<file path="src/rtl/apv_frame_pkg.sv">
// Shared constants, FSM state type and word-generation helpers for the APV25 frame emulator.
package apv_frame_pkg;

  localparam int HDR_START_BITS = 3;
  localparam int ADDR_BITS      = 8;
  localparam int HDR_LEN        = 12;
  localparam int N_CHANNELS     = 128;
  localparam int FRAME_LEN      = 140;

  localparam logic [7:0] HDR_LAST_IDX = 8'(HDR_LEN - 1);
  localparam logic [7:0] CH_LAST_IDX  = 8'(N_CHANNELS - 1);

  typedef enum logic [1:0] {
    ST_IDLE   = 2'd0,
    ST_HDR    = 2'd1,
    ST_ANALOG = 2'd2
  } apv_state_e;

  localparam logic [1:0] PAT_BASELINE = 2'd0;
  localparam logic [1:0] PAT_RAMP     = 2'd1;
  localparam logic [1:0] PAT_MARKER   = 2'd2;
  localparam logic [1:0] PAT_ADDR     = 2'd3;

  // Header word idx counts from 0 at the tick slot: start bits, address MSB first, error bit.
  function automatic logic hdr_bit(input logic [7:0] idx, input logic [7:0] addr,
                                   input logic err_inject);
    logic [3:0] sel_s;
    logic       bit_s;
    sel_s = 4'd10 - idx[3:0];
    if (idx < 8'(HDR_START_BITS)) begin
      bit_s = 1'b1;
    end else if (idx < 8'(HDR_START_BITS + ADDR_BITS)) begin
      bit_s = addr[sel_s[2:0]];
    end else begin
      bit_s = ~err_inject;
    end
    return bit_s;
  endfunction

  function automatic logic [11:0] analog_word(input logic [1:0] mode, input logic [7:0] ch,
                                              input logic [11:0] baseline, input logic [6:0] marker,
                                              input logic [7:0] addr);
    logic [11:0] word_s;
    case (mode)
      PAT_BASELINE: word_s = baseline;
      PAT_RAMP:     word_s = baseline + {3'b000, ch[6:0], 2'b00};
      PAT_MARKER:   word_s = (ch[6:0] == marker) ? 12'hFFF : baseline;
      PAT_ADDR:     word_s = baseline + {4'b0000, addr};
      default:      word_s = baseline;
    endcase
    return word_s;
  endfunction

endpackage

</file>
<file path="src/rtl/apv_sync_ticker.sv">
// Free-running sync tick generator; ticks are SYNC_PERIOD+1 cycles apart while enabled.
module apv_sync_ticker (
  input  logic       CLK,
  input  logic       RST,
  input  logic       ENABLE,
  input  logic [7:0] SYNC_PERIOD,
  output logic       TICK
);

  logic [7:0] period_cnt_r;

  // Held at zero while disabled so the first enabled cycle ticks immediately.
  always_ff @(posedge CLK or posedge RST) begin
    if (RST) begin
      period_cnt_r <= 8'd0;
    end else if (!ENABLE) begin
      period_cnt_r <= 8'd0;
    end else if (period_cnt_r == 8'd0) begin
      period_cnt_r <= SYNC_PERIOD;
    end else begin
      period_cnt_r <= period_cnt_r - 8'd1;
    end
  end

  assign TICK = ENABLE && (period_cnt_r == 8'd0);

endmodule

</file>
<file path="src/rtl/apv_frame_emulator.sv">
// APV25 output-stream emulator: sync ticks, 12-word digital header and 128 analog samples
// per frame, presented as a registered 12-bit ADC word.
module apv_frame_emulator
  import apv_frame_pkg::*;
#(
  parameter int PEND_W = 6
) (
  input  logic              CLK,
  input  logic              RST,
  input  logic              ENABLE,
  input  logic              TRIGGER,
  input  logic [4:0]        SAMPLE_PER_EVENT,
  input  logic [7:0]        SYNC_PERIOD,
  input  logic [11:0]       HIGH_LEVEL,
  input  logic [11:0]       LOW_LEVEL,
  input  logic [11:0]       BASELINE,
  input  logic [1:0]        PATTERN_MODE,
  input  logic [6:0]        MARKER_CH,
  input  logic              ERR_INJECT,
  output logic [11:0]       APV_DATA,
  output logic              FRAME_ACTIVE,
  output logic              FRAME_DONE,
  output logic [PEND_W-1:0] PENDING,
  output logic              TRIG_LOST,
  output logic [7:0]        FRAME_ADDR
);

  localparam int SUM_W = PEND_W + 6;

  apv_state_e        state_r, state_nxt_s;
  logic [7:0]        idx_r, idx_nxt_s;
  logic              tick_s, start_s, addr_inc_s;
  logic [11:0]       data_r, data_nxt_s;
  logic              active_r, active_nxt_s, done_r, done_nxt_s;
  logic              trig_lost_r, trig_lost_nxt_s;
  logic [PEND_W-1:0] pending_r, pending_nxt_s;
  logic [7:0]        frame_addr_r;
  logic [4:0]        n_s;
  logic [SUM_W-1:0]  pend_sum_s, pend_max_s;

  apv_sync_ticker u_ticker (
    .CLK         (CLK),
    .RST         (RST),
    .ENABLE      (ENABLE),
    .SYNC_PERIOD (SYNC_PERIOD),
    .TICK        (tick_s)
  );

  // Frame sequencing and the word to present next cycle; the tick slot itself carries start bit 0.
  always_comb begin
    state_nxt_s  = state_r;
    idx_nxt_s    = idx_r;
    data_nxt_s   = LOW_LEVEL;
    active_nxt_s = 1'b0;
    done_nxt_s   = 1'b0;
    addr_inc_s   = 1'b0;
    start_s      = 1'b0;
    case (state_r)
      ST_IDLE: begin
        if (tick_s && (pending_r != {PEND_W{1'b0}})) begin
          start_s      = 1'b1;
          data_nxt_s   = HIGH_LEVEL;
          active_nxt_s = 1'b1;
          state_nxt_s  = ST_HDR;
          idx_nxt_s    = 8'd1;
        end else if (tick_s) begin
          data_nxt_s = HIGH_LEVEL;
        end else begin
          data_nxt_s = LOW_LEVEL;
        end
      end
      ST_HDR: begin
        active_nxt_s = 1'b1;
        data_nxt_s   = hdr_bit(idx_r, frame_addr_r, ERR_INJECT) ? HIGH_LEVEL : LOW_LEVEL;
        if (idx_r == HDR_LAST_IDX) begin
          state_nxt_s = ST_ANALOG;
          idx_nxt_s   = 8'd0;
        end else begin
          idx_nxt_s = idx_r + 8'd1;
        end
      end
      ST_ANALOG: begin
        active_nxt_s = 1'b1;
        data_nxt_s   = analog_word(PATTERN_MODE, idx_r, BASELINE, MARKER_CH, frame_addr_r);
        if (idx_r == CH_LAST_IDX) begin
          done_nxt_s  = 1'b1;
          addr_inc_s  = 1'b1;
          state_nxt_s = ST_IDLE;
          idx_nxt_s   = 8'd0;
        end else begin
          idx_nxt_s = idx_r + 8'd1;
        end
      end
      default: begin
        state_nxt_s = ST_IDLE;
        idx_nxt_s   = 8'd0;
      end
    endcase
  end

  // Pending-frame arithmetic; an overflowing trigger is dropped whole.
  always_comb begin
    if (SAMPLE_PER_EVENT == 5'd0) begin
      n_s = 5'd1;
    end else begin
      n_s = SAMPLE_PER_EVENT;
    end
    pend_max_s      = {6'b000000, {PEND_W{1'b1}}};
    pend_sum_s      = {6'b000000, pending_r} + {{(PEND_W + 1){1'b0}}, n_s}
                    - {{(SUM_W - 1){1'b0}}, start_s};
    trig_lost_nxt_s = 1'b0;
    pending_nxt_s   = pending_r;
    if (!ENABLE) begin
      pending_nxt_s = {PEND_W{1'b0}};
    end else if (TRIGGER && (pend_sum_s > pend_max_s)) begin
      trig_lost_nxt_s = 1'b1;
      pending_nxt_s   = pending_r - {{(PEND_W - 1){1'b0}}, start_s};
    end else if (TRIGGER) begin
      pending_nxt_s = pend_sum_s[PEND_W-1:0];
    end else begin
      pending_nxt_s = pending_r - {{(PEND_W - 1){1'b0}}, start_s};
    end
  end

  // FSM state and word index.
  always_ff @(posedge CLK or posedge RST) begin
    if (RST) begin
      state_r <= ST_IDLE;
      idx_r   <= 8'd0;
    end else begin
      state_r <= state_nxt_s;
      idx_r   <= idx_nxt_s;
    end
  end

  // Registered outputs, pending counter and frame address.
  always_ff @(posedge CLK or posedge RST) begin
    if (RST) begin
      data_r       <= 12'd0;
      active_r     <= 1'b0;
      done_r       <= 1'b0;
      trig_lost_r  <= 1'b0;
      pending_r    <= {PEND_W{1'b0}};
      frame_addr_r <= 8'd0;
    end else begin
      data_r       <= data_nxt_s;
      active_r     <= active_nxt_s;
      done_r       <= done_nxt_s;
      trig_lost_r  <= trig_lost_nxt_s;
      pending_r    <= pending_nxt_s;
      frame_addr_r <= addr_inc_s ? (frame_addr_r + 8'd1) : frame_addr_r;
    end
  end

  assign APV_DATA     = data_r;
  assign FRAME_ACTIVE = active_r;
  assign FRAME_DONE   = done_r;
  assign TRIG_LOST    = trig_lost_r;
  assign PENDING      = pending_r;
  assign FRAME_ADDR   = frame_addr_r;

endmodule

</file>
<file path="config.mk">
export PLATFORM = sky130hd
export DESIGN_NAME = apv_frame_emulator
export DESIGN_NICKNAME = d
export VERILOG_FILES = /design/src/rtl/apv_frame_pkg.sv /design/src/rtl/apv_sync_ticker.sv /design/src/rtl/apv_frame_emulator.sv
export SDC_FILE = /design/constraint.sdc
export NUM_CORES = 1
export LEC_CHECK = 0
export CORE_ASPECT_RATIO = 0.5
export CORE_UTILIZATION = 54
export CTS_BUF_LIST = sky130_fd_sc_hd__clkbuf_8
export DETAILED_ROUTE_END_ITERATION = 12
export GPL_ROUTABILITY_DRIVEN = 1
export PLACE_DENSITY = 0.85
export SLEW_MARGIN = 20
export SYNTH_ARGS = -nofsm -noshare
export SYNTH_HDL_FRONTEND = slang
export SYNTH_SLANG_ARGS = --single-unit
export TNS_END_PERCENT = 5
</file>
<file path="constraint.sdc">
create_clock -name CLK -period 5.1 [get_ports CLK]
set_clock_uncertainty 0.1 [all_clocks]
set_input_delay 1.02 -clock CLK [delete_from_list [all_inputs] [get_ports CLK]]
set_output_delay 1.02 -clock CLK [all_outputs]
set_load 0.05 [all_outputs]
</file>
==> summary.md <==
| Metric | Value |
|---|---|
| Main synth FF type | sky130_fd_sc_hd__dfrtp_1 |
| Setup repair after global routing missed its margin | no |
| Static Leak | 2.42 nW |
| Final-report setup violation count | 0 |
| Final WL | between 10000 and 15000 µm |
| Maximum capacitance violations | 0 |
| Worst R2R Path Depth | 16 |
| Min cycle time layout | 4590 ps |
| Length of the first detailed-routing pass in iterations | 5 |
| Power per cell area | 464 nW/µm² |
| Worst stage delay on the critical path | ~580 ps |
| CP required | 5210 ps |
| Largest fanout on the critical path | 7 |
| Initial antenna violation count | 0 |
| Worst slew pin tran | 835 ps |
| Number of cells upsized or downsized after cts | 0 |
| Net total in the final layout | 702 |
| Highest attainable clock frequency | around 220 MHz |
| Pin count of the biggest net entering global routing | 48 |
| Clock sink count | 47 |
| Flop and latch count out of synthesis | 47 |
| Area of the die | 8500 µm² |
| Clock root buffer | sky130_fd_sc_hd__clkbuf_8 |
| Nature of the critical path startpoint | primary input |
| Result of the run | complete, no violations |
| Number of enable flip-flop cells after synthesis | 0 |
| Fill cell instance count of the final layout | 647 |
| Number of levels in the clock H-tree | 2 |
| DP Wirelength | 9030 µm |
| Vias per cell | 5.96 |
| Clock-pin slew on the worst setup and hold paths | 100 ps |
| Number of vias after detailed routing | 4207 |
| Async SR Flop Fraction | 1.00 |
| Worst setup path category | primary input to flop |
| Aggregate global routing overflow | 0 |
| Postcts setup bufs | 0 |
| Port Buf Inserts | 91 |
| Mean instance size in the synthesized netlist | ~8.5 µm² |
| Count of hold buffers inserted by post-cts repair | 0 |
| Slowest cell on crit path | sky130_fd_sc_hd__or4bb_2 |
| Switching power share of the total | 0.494 |
| Die Height | about 66 µm |
| Layout cells sized above 1 | 0.0569 |
| Core footprint | 7600 µm² |
| Peak supply drop | 0.396 mV |
| DRC errors left | 0 |
| Overall Global Routing Usage | 0.281 |
| Fraction of power consumed by sequential logic | 0.233 |
| Number of global-route vias before repair | 3891 |
| Maximum number of buffers from clock root to sink | 2 |
| Syn_nets | ~620 |
| Wire length of the first global-routing pass | 18600 µm |
| Number of I/O pins | between 90 and 100 |
| Area fraction of the dominant cell type after synthesis | 0.268 |
| Synth cell types | 72 |
| Worst relative slew slack | 0.443 |
| Internal power | about 1.3 mW |
| Inserted Diodes | 0 |
| Reported net switching power | around 1.2 mW |
| Detail Route Antenna Nets | 0 |
| Count of final max-slew check failures | 0 |
| CP Data Arrival Time | 4690 ps |
| Initial standard-cell utilization of the core | 0.577 |
| YS warnings | 0 |
| Worst skew pair latency | 310 ps |
| Worst path cell trace | clkdlybuf4s50_1 -> or4bb_2 -> nor2_2 -> nand3_1 -> inv_1 -> ha_1 -> inv_1 -> ha_1 -> fa_1 -> a21o_1 -> a21oi_1 -> or4b_1 -> and3_1 -> nor2_1 -> mux2_2 |
| Cell depth of the worst min-delay path | 1 |
| Clock network fraction of design power | 0.097 |
| P&R area growth vs syn | 23.9% |
| Cell area after synthesis | between 4000 and 5000 µm² |
| Crit path capture type | flop |
| Synth area leader | sky130_fd_sc_hd__dfrtp_1 |
| X dimension of the die | 129 µm |
| Synthesized netlist cell count | 517 |
| Final worst hold slack | 409 ps |
| Standard-cell row count | 22 |
| Clock buffers created by TritonCTS | 5 |
| Sequential cell area fraction in the yosys report | 0.268 |
| Setup TNS | 0 ps |
| Gp weighted congestion | 0.961 |
| Post-detailed-route wirelength per cell | 16.3 µm |
| Fraction of power consumed by combinational cells | 0.670 |
| CTS tree | yes |
| Final hold viol count | 0 |
| Path type of the worst min-delay path | flop to flop |
| Synth area leaders | sky130_fd_sc_hd__dfrtp_1 27%, sky130_fd_sc_hd__ha_1 11%, sky130_fd_sc_hd__xnor2_1 4.6% |
| DRT iter0 DRCs | 409 |
| Share of the clock period used by the worst path after layout | 0.899 |
-- metrics by stage --
stage,utilization,power (mW),instances,setup slack (ps),cell area (µm²)
floorplan,-,1.84,517,476,4380
global placement,0.702,2.23,698,302,5330
detailed placement,0.702,2.27,698,188,5330
CTS,0.714,2.51,706,516,5430
global route,0.715,2.71,706,254,5430
finish,0.715,2.52,706,513,5430
-- power by group through the flow --
stage	clock network, mW	logic (mW)	registers, mW
6_report	0.244	1.69	0.588
3_5_place_dp	0	1.67	0.595
5_1_grt	0.259	1.85	0.606
2_1_floorplan	0	1.01	0.831
4_1_cts	0.246	1.68	0.587
3_3_place_gp	0	1.64	0.592
-- routing by layer --
metal	track usage	part of all wire	vias to the layer above	routed length (µm)
li1	-	-	2055	-
met1	0.375	0.46	1991	5280
met2	0.474	0.46	154	5260
met3	0.0700	0.080	7	925
met4	0.0338	0.0035	0	40
met5	0	0	-	0
-- cell type report --
| cell class | count | area (µm²) | area share |
|---|---|---|---|
| clock buffer | 5 | 68.8 | 0.0127 |
| clock inverter | 3 | 25.0 | 0.00461 |
| inverter | 43 | 163 | 0.0300 |
| multi-input combinational | 406 | 2930 | 0.539 |
| sequential | 47 | 1180 | 0.217 |
| tap | 108 | 135 | 0.0249 |
| timing repair buffer | 94 | 933 | 0.172 |
-- kinds of logic after synthesis --
logic type | count (synthesis) | share of synthesized area
multiplexers | 16 | 0.0440
AND/OR/NAND/NOR | 161 | 0.185
XOR/XNOR | 30 | 0.0600
flip-flops | 47 | 0.268
adder cells (fa/ha/maj) | 42 | 0.125
AO/OA/AOI/OAI | 157 | 0.254
buffers and inverters | 64 | 0.0631
-- cell usage after synthesis (all sizes together), types with 5 or more instances --
| library cell | count |
|---|---|
| mux2 | 6 |
| o21ai | 36 |
| xnor2 | 23 |
| nor2 | 47 |
| inv | 43 |
| nor2b | 8 |
| a21o | 9 |
| o31ai | 10 |
| a211o | 5 |
| mux2i | 8 |
| nor3 | 9 |
| a211oi | 13 |
| dfrtp | 47 |
| or2 | 5 |
| nand2 | 40 |
| a21oi | 19 |
| o211ai | 6 |
| and3 | 8 |
| ha | 39 |
| nand4 | 5 |
| clkbuf | 13 |
| nand3 | 12 |
| xor2 | 7 |
| a221o | 9 |
| buf | 8 |
| nand2b | 8 |
| a31oi | 9 |
-- placed cells by master (no fill, tap or decap), types with 6 or more instances in the layout --
| master | synthesis | routed |
|---|---|---|
| sky130_fd_sc_hd__o31ai_1 | 10 | 10 |
| sky130_fd_sc_hd__mux2i_1 | 8 | 8 |
| sky130_fd_sc_hd__o21ai_0 | 34 | 34 |
| sky130_fd_sc_hd__a221o_1 | 9 | 9 |
| sky130_fd_sc_hd__nand2b_1 | 8 | 8 |
| sky130_fd_sc_hd__inv_1 | 43 | 42 |
| sky130_fd_sc_hd__ha_1 | 39 | 39 |
| sky130_fd_sc_hd__nor3_1 | 9 | 9 |
| sky130_fd_sc_hd__and3_1 | 8 | 8 |
| sky130_fd_sc_hd__o211ai_1 | 6 | 6 |
| sky130_fd_sc_hd__dfrtp_1 | 47 | 47 |
| sky130_fd_sc_hd__nor2b_1 | 8 | 8 |
| sky130_fd_sc_hd__a31oi_1 | 9 | 9 |
| sky130_fd_sc_hd__xnor2_1 | 23 | 23 |
| sky130_fd_sc_hd__clkdlybuf4s50_1 | 0 | 91 |
| sky130_fd_sc_hd__nand2_1 | 40 | 40 |
| sky130_fd_sc_hd__a21o_1 | 7 | 7 |
| sky130_fd_sc_hd__a211oi_1 | 13 | 13 |
| sky130_fd_sc_hd__nor2_1 | 46 | 46 |
| sky130_fd_sc_hd__nand3_1 | 12 | 12 |
| sky130_fd_sc_hd__xor2_1 | 7 | 7 |
| sky130_fd_sc_hd__a21oi_1 | 19 | 19 |
-- critical path, delay by kind of cell --
| family | cells | cell delay (ps) |
|---|---|---|
| buffers and inverters | 3 | 740 |
| AO/OA/AOI/OAI | 2 | 220 |
| adder cells (fa/ha/maj) | 3 | 630 |
| multiplexers | 1 | 350 |
| AND/OR/NAND/NOR | 6 | 1730 |
-- registers in the layout, summed over array words and instances, names as in the netlist --
signal and count:
APV_DATA 12, FRAME_ADDR 8, idx_r 8, u_ticker.period_cnt_r 8
PENDING 6, state_r 2, FRAME_ACTIVE 1, FRAME_DONE 1
TRIG_LOST 1
-- worst paths after layout --
kind                                           from                       end  slack (ps)
max                                          ENABLE                PENDING[5]         510
min reg2reg                u_ticker.period_cnt_r[0]  u_ticker.period_cnt_r[0]         410
min in group asynchronous                       RST                 TRIG_LOST        1060
max in group asynchronous                       RST             FRAME_ADDR[2]        3350
min                        u_ticker.period_cnt_r[0]  u_ticker.period_cnt_r[0]         410
max reg2reg                u_ticker.period_cnt_r[0]                PENDING[5]         980
Note: power is estimated with default switching activity, not from simulation.
